## config.mk

```make
export PLATFORM = sky130hd
export DESIGN_NAME = aes_dec_iter
export DESIGN_NICKNAME = d
export VERILOG_FILES = /design/src/rtl/aes_dec_iter.sv
export SDC_FILE = /design/constraint.sdc
export NUM_CORES = 1
export LEC_CHECK = 0
export CORE_AREA = 4 4 248 250
export CTS_CLUSTER_DIAMETER = 200
export DETAILED_ROUTE_END_ITERATION = 10
export DIE_AREA = 0 0 252 254
export PLACE_DENSITY_LB_ADDON = 0.12
export SYNTH_ARGS = -nofsm -noshare
export SYNTH_HDL_FRONTEND = slang
export SYNTH_SLANG_ARGS = --single-unit
export TNS_END_PERCENT = 20
```

## constraint.sdc

```tcl
create_clock -name clk_i -period 4.9 [get_ports clk_i]
set_clock_uncertainty 0.05 [all_clocks]
set_input_delay 1.225 -clock clk_i [delete_from_list [all_inputs] [get_ports clk_i]]
set_output_delay 1.225 -clock clk_i [all_outputs]
set_load 0.005 [all_outputs]
```

## src/rtl/aes_dec_iter.sv

```systemverilog
// aes_dec_iter: iterative AES inverse cipher, external key store and inverse S-box; `define AES_DEC_ABORT_EN adds abort_i
module aes_dec_iter #(
  parameter int NK = 4
) (
  input  logic         clk_i,
  input  logic         rst_i,
`ifdef AES_DEC_ABORT_EN
  input  logic         abort_i,
`endif
  input  logic         in_valid_i,
  output logic         in_ready_o,
  input  logic [127:0] cyphertext_i,
  output logic [3:0]   rk_idx_o,
  input  logic [127:0] rk_i,
  output logic [127:0] sbox_o,
  input  logic [127:0] sbox_i,
  output logic         out_valid_o,
  input  logic         out_ready_i,
  output logic [127:0] plaintext_o,
  output logic         busy_o
);
  localparam logic [3:0] NR = 4'(NK + 6);
  typedef enum logic [1:0] {IDLE, ROUND, FINAL, DONE} state_t;
  state_t state_q, state_d;
  logic [3:0] rnd_q, rnd_d;
  logic [127:0] st_q, st_d;
  logic abort;
  function automatic logic [7:0] xt(input logic [7:0] b);
    return {b[6:0], 1'b0} ^ (b[7] ? 8'h1b : 8'h00);
  endfunction
  function automatic logic [7:0] gm(input logic [7:0] b, input logic [3:0] m);
    logic [7:0] x2, x4, x8;
    x2 = xt(b);
    x4 = xt(x2);
    x8 = xt(x4);
    return (m[0] ? b : 8'h00) ^ (m[1] ? x2 : 8'h00) ^ (m[2] ? x4 : 8'h00) ^ (m[3] ? x8 : 8'h00);
  endfunction
  function automatic logic [127:0] inv_shift_rows(input logic [127:0] s);
    logic [127:0] o;
    for (int c = 0; c < 4; c++)
      for (int r = 0; r < 4; r++)
        o[127-8*(4*c+r) -: 8] = s[127-8*(4*((c-r+4)%4)+r) -: 8];
    return o;
  endfunction
  function automatic logic [127:0] inv_mix_columns(input logic [127:0] s);
    logic [127:0] o;
    logic [7:0] a0, a1, a2, a3;
    for (int c = 0; c < 4; c++) begin
      {a0, a1, a2, a3} = s[127-32*c -: 32];
      o[127-32*c -: 32] = {gm(a0, 4'he) ^ gm(a1, 4'hb) ^ gm(a2, 4'hd) ^ gm(a3, 4'h9),
                           gm(a0, 4'h9) ^ gm(a1, 4'he) ^ gm(a2, 4'hb) ^ gm(a3, 4'hd),
                           gm(a0, 4'hd) ^ gm(a1, 4'h9) ^ gm(a2, 4'he) ^ gm(a3, 4'hb),
                           gm(a0, 4'hb) ^ gm(a1, 4'hd) ^ gm(a2, 4'h9) ^ gm(a3, 4'he)};
    end
    return o;
  endfunction
`ifdef AES_DEC_ABORT_EN
  assign abort = abort_i && state_q != IDLE;
`else
  assign abort = 1'b0;
`endif
  assign in_ready_o  = state_q == IDLE;
  assign busy_o      = state_q != IDLE;
  assign out_valid_o = state_q == DONE;
  assign plaintext_o = st_q;
  assign sbox_o      = inv_shift_rows(st_q);
  assign rk_idx_o    = state_q == IDLE ? NR : state_q == ROUND ? rnd_q : 4'd0;
  always_comb begin
    state_d = state_q;
    rnd_d   = rnd_q;
    st_d    = st_q;
    case (state_q)
      IDLE: if (in_valid_i) begin
        st_d    = cyphertext_i ^ rk_i;
        rnd_d   = NR - 4'd1;
        state_d = ROUND;
      end
      ROUND: begin
        st_d    = inv_mix_columns(sbox_i ^ rk_i);
        rnd_d   = rnd_q - 4'd1;
        state_d = rnd_q == 4'd1 ? FINAL : ROUND;
      end
      FINAL: begin
        st_d    = sbox_i ^ rk_i;
        state_d = DONE;
      end
      default: state_d = out_ready_i ? IDLE : DONE;
    endcase
    if (abort) begin
      state_d = IDLE;
      rnd_d   = '0;
      st_d    = '0;
    end
  end
  always_ff @(posedge clk_i or posedge rst_i)
    if (rst_i) begin
      state_q <= IDLE;
      rnd_q   <= '0;
      st_q    <= '0;
    end else begin
      state_q <= state_d;
      rnd_q   <= rnd_d;
      st_q    <= st_d;
    end
endmodule

```

# Word-level counts from Yosys, hierarchy flattened
# Cells that the tools add are included.
# totals
reg_bits,134
in_bits,388
out_inout_bits,263
word_cells,283
# classes
addsub,1
eq_ne,5
muxes,58
bitwise_logic,210
reduce_logical,6
# op_table
cell,n
$xor A8 B8 Y8,175
$pmux W128 S3,1
$xor A8 B5 Y8,33
$xor A128 B128 Y128,2
$mux W5,48
$mux W128,1
$mux W4,3
$pmux W4 S2,1
$mux W2,3
$pmux W2 S3,1
$eq A2 B2 Y1 const B,2
$eq A4 B1 Y1 const B,1
$reduce_and A2 Y1,2
$reduce_bool A2 Y1,2
$sub A4 B1 Y4 const B,1
$reduce_bool A3 Y1,1
$eq A2 B1 Y1 const B,1
$logic_not A2 Y1,1
$ne A2 B2 Y1 const B,1

# Longest topological paths before layout
# depth
ltp_word,12
mapped_depth,11
ltp_nobuf,8

# Worst setup path after synthesis
# OpenSTA, ideal clock, no wires.
# synth_timing
path_kind,input -> register
start,input port rk_i[79]
end,"register st_q[77], in the netlist plaintext_o[77]"
setup_ns,0.147
arrival_time_ns,3.424
required_ns,4.703
slack_ns,1.280
path_stages,7
path_cell_list,xnor2_1 > xor3_1 > xnor3_2 > xor2_1 > xnor3_1 > a221oi_1 > a311oi_1
# synth_via
elab_chain_cells,9
# synth_rtl
element,line,rtl
"start, declared",14,"input logic [127:0] rk_i,"
$xor A128 B128 Y128 (*),79,st_d = inv_mix_columns(sbox_i ^ rk_i);
$mux W5 (*),29,"return {b[6:0], 1'b0} ^ (b[7] ? 8'h1b : 8'h00);"
$xor A8 B5 Y8 (*) (2 in series),29,
$xor A8 B8 Y8 or $xor A8 B5 Y8 (tied branches),"36, 29",
$xor A8 B8 Y8 (*),36,return (m[0] ? b : 8'h00) ^ (m[1] ? x2 : 8'h00) ^ (m[2] ? x4 : 8'h00) ^ (m[3] ? x8 : 8'h00);
$xor A8 B8 Y8 (*) (2 in series),52,"gm(a0, 4'hd) ^ gm(a1, 4'h9) ^ gm(a2, 4'he) ^ gm(a3, 4'hb),"
$pmux W128 S3 (*),72,case (state_q)
"end signal, assigned",103,st_q <= st_d;
"end, declared",26,"logic [127:0] st_q, st_d;"
# Every way passes the cells marked *; elsewhere a longest branch is shown, timed or not.
# A chain may end at the register's enable or synchronous reset.

# Worst setup path after layout
# layout_timing
start,input port rk_i[95]
end,"register st_q[83], in the netlist plaintext_o[83]"
# layout_via
elab_chain_cells,10
# layout_rtl
element,line,rtl
$xor A128 B128 Y128,79,
$mux W5,29,
$xor A8 B5 Y8 (3 in series),29,
$xor A8 B8 Y8,36,
$xor A8 B8 Y8 (3 in series),51,"gm(a0, 4'h9) ^ gm(a1, 4'he) ^ gm(a2, 4'hb) ^ gm(a3, 4'hd),"
$pmux W128 S3,72,
# No other way between the ends.

==> results.yml <==
power_and_ir_drop:
  p_switching_w: 0.008046
  p_leak_nw: 10.29
  power.total_w: 0.01779
  clkPwrFrac: 0.089
  seqPwrFrac: 0.136
  p_int_w: 0.009742
  ir_drop_mv: 0.4226
  p_per_area_nw_per_um2: 665.9
  combinationalPowerShare: 0.775
  switching_share: 0.4523
clock_tree:
  cts_num_sinks: 134
  ctsResizeCount: 0
  clock_latency_ps: 500
  postCtsSetupBuffers: 0
  cts_tree: "yes"
  clk_pin_slew_ps: 70
  htree_levels: 4
  ctsHoldBuffers: 0
  clockRootBuffer: "clkbuf_16"
  clk_path_buf_depth: 2
  cts_made_buffers: 17
global_routing:
  grt.total_usage: 0.2468
  grt_overflow: 0
  grt_pass1_wl_um: 117100
  grt_max_degree: 112
  grt_antenna_before_repair: 2
  grt_pass1_vias: 17330
logic_synthesis:
  ys_seq_area_frac: 0.1777
  synthAdderAreaFrac: 0.003979
  syn_nets: 2384
  synth_cell_types: 45
  synth_xor_xnor_area_share: 0.5748
  ys.flop_type: "dfrtp_1"
  synth.ff_latch_count: 134
  avgSynthCellArea_um2: 9.481
  synth_mux_area_frac: 0.0005305
  synth-edff-count: 0
  async_flop_share: 1.000
  synth-compound-area-share: 0.1312
  yosys.area_share.simple: 0.04171
  synth_top_family_by_area: "XOR/XNOR gates"
  syn_inst: 1990
  ys_warn_count: 0
  netlist_area_um2: 18870
place:
  io_buffers: 650
  gp_congestion: 0.9276
  dp_hpwl_um: 64550
setup_path:
  r2r_cells: 6
  r2r-start: "state_q[1]"
  worstReg2RegEnd: "plaintext_o[93]"
  worst-r2r-setup-slack_ps: 1700
  start_kind: "input port"
  crit_fanout: 7
  crit_required_ps: 5180
  endpoint_kind: "flip-flop"
  cp.arrival_ps: 4320
  path_class: "input port to flip-flop"
cells_and_area:
  nNetsFinal: 2957
  mostFrequentLayoutCell: "xnor2_1"
  drive_above_1_share: 0.08463
  final_cell_mix: "xnor2_1 (677), clkdlybuf4s50_1 (650), xor2_1 (194), dfrtp_1 (134), o21ai_0 (131)"
  final_util: 0.4526
  syn_to_final_growth_pct: 41.58
timing:
  min_period_over_period: 0.8236
  hold_violations: 0
  setup_viol: 0
  maxSlewHeadroom: 0.2049
  report.final.slew_viol_count: 0
  tightest_slew_ps: 1193
  fmax_mhz: 247.8
  finalCriticalPeriod_ps: 4036
  grt_setup_unrepaired: "no"
  tns_ps: 0
die:
  die_x_um: 252
  core_area_um2: 59020
  die_y_um: 254
  start_util: 0.3197
  io_pins: 651
  die-area_um2: 64010
  row_count: 89
route:
  dr.pass1.iters: 5
  drtIter0Drc: 968
  final_antenna_net_count: 0
  vias: 16430
  drt-total-wl_um: 81330
  via_per_inst: 4.900
  wire_per_inst_um: 24.26
  drc: 0
worst_hold_path:
  hold_path.class: "flip-flop to flip-flop"
  worst_hold_startpoint: "plaintext_o[112]"
  holdPathEnd: "plaintext_o[112]"
  holdPathStages: 2
run_status:
  outcome: "finished clean"
run:
  cap_violations: 0
[power by group through the flow]
| stage | clock [W] | sequential (W) | combinational [W] |
|---|---|---|---|
| global placement | 0 | 0.00243 | 0.0138 |
| finish | 0.00159 | 0.00241 | 0.0138 |
| floorplan | 0 | 0.00222 | 0.00907 |
| global route | 0.00167 | 0.00250 | 0.0148 |
| CTS | 0.00164 | 0.00244 | 0.0139 |
| detailed placement | 0 | 0.00244 | 0.0138 |
[how the worst max path moves through the flow]
stage	from	end	slack (ps)	cells after the start
3_5_place_dp	rk_i[95]	plaintext_o[83]	390	8
3_3_place_gp	rk_i[95]	plaintext_o[83]	370	8
5_1_grt	state_q[1]	rk_idx_o[1]	780	5
6_report	rk_i[95]	plaintext_o[83]	860	8
4_1_cts	rk_i[95]	plaintext_o[83]	890	8
2_1_floorplan	rst_i	plaintext_o[0]	40	1
[sequential cells by signal, summed over array words and instances (netlist names)]
| name | cells |
|---|---|
| rnd_q | 4 |
| state_q | 2 |
| plaintext_o | 128 |
[kinds of logic (layout without fill, tap and decap cells)]
kind of cell	Yosys count	after routing
mux	1	1
flops	134	134
xor+xnor	1023	1023
compound gates	398	398
other cells	0	4
buf+inv	223	809
simple gates	205	205
fa+ha+maj	6	6
[synth_stat cells, types with 4 or more instances]
cell | number | area [um2]
ha_1 | 6 | 75.07
dfrtp_1 | 134 | 3353
nor2_1 | 98 | 367.9
o31ai_1 | 41 | 307.8
buf_4 | 128 | 960.9
clkbuf_1 | 76 | 285.3
o21ai_1 | 41 | 205.2
xnor2_1 | 677 | 5929
xnor3_1 | 85 | 1914
a221oi_1 | 22 | 192.7
inv_1 | 10 | 37.54
o221ai_1 | 14 | 122.6
a21oi_1 | 86 | 430.4
xor2_1 | 194 | 1699
xnor2_2 | 38 | 618.1
xor2_2 | 6 | 97.59
buf_1 | 4 | 15.01
xor3_1 | 8 | 190.2
a311oi_1 | 43 | 376.6
nand2_1 | 98 | 367.9
xnor2_4 | 8 | 220.2
o21ai_0 | 131 | 655.6
[metal layers]
| layer | GRT usage | share of wire | vias to the layer above |
|---|---|---|---|
| met5 | 0 | 0 | - |
| met4 | 0.06620 | 0.022 | 0 |
| met3 | 0.04657 | 0.060 | 97 |
| met2 | 0.4323 | 0.50 | 676 |
| met1 | 0.3126 | 0.42 | 7966 |
| li1 | - | - | 7690 |
[through the flow]
stage                     hold WS [ps]  worst slack, ps  instance area, um2  cells
after floorplan                  422.6            42.25               18870   1990
after global placement           443.0            372.0               26020   3317
after detailed placement         456.8            385.0               26020   3317
after CTS                        472.3            888.0               26700   3349
after global routing             501.3            779.1               26710   3351
final                            463.2            864.3               26710   3353
[critical path, stage by stage]
cell and delay (ps):
clkdlybuf4s50_1 600, xnor2_4 510, xnor2_1 290, xor2_1 340, xnor3_1 530, xnor3_1 390
a211oi_1 350, a311oi_1 80
[area by class of cell]
class	count	area, um2
timing repair buffer	765	7407
clock inverter	7	162.7
antenna	4	10.01
clock buffer	25	515.5
inverter	12	51.30
tap	773	967.2
multi-input combinational	1633	14240
fill	5711	32310
sequential	134	3353
Note: power is estimated with default switching activity, not from simulation.
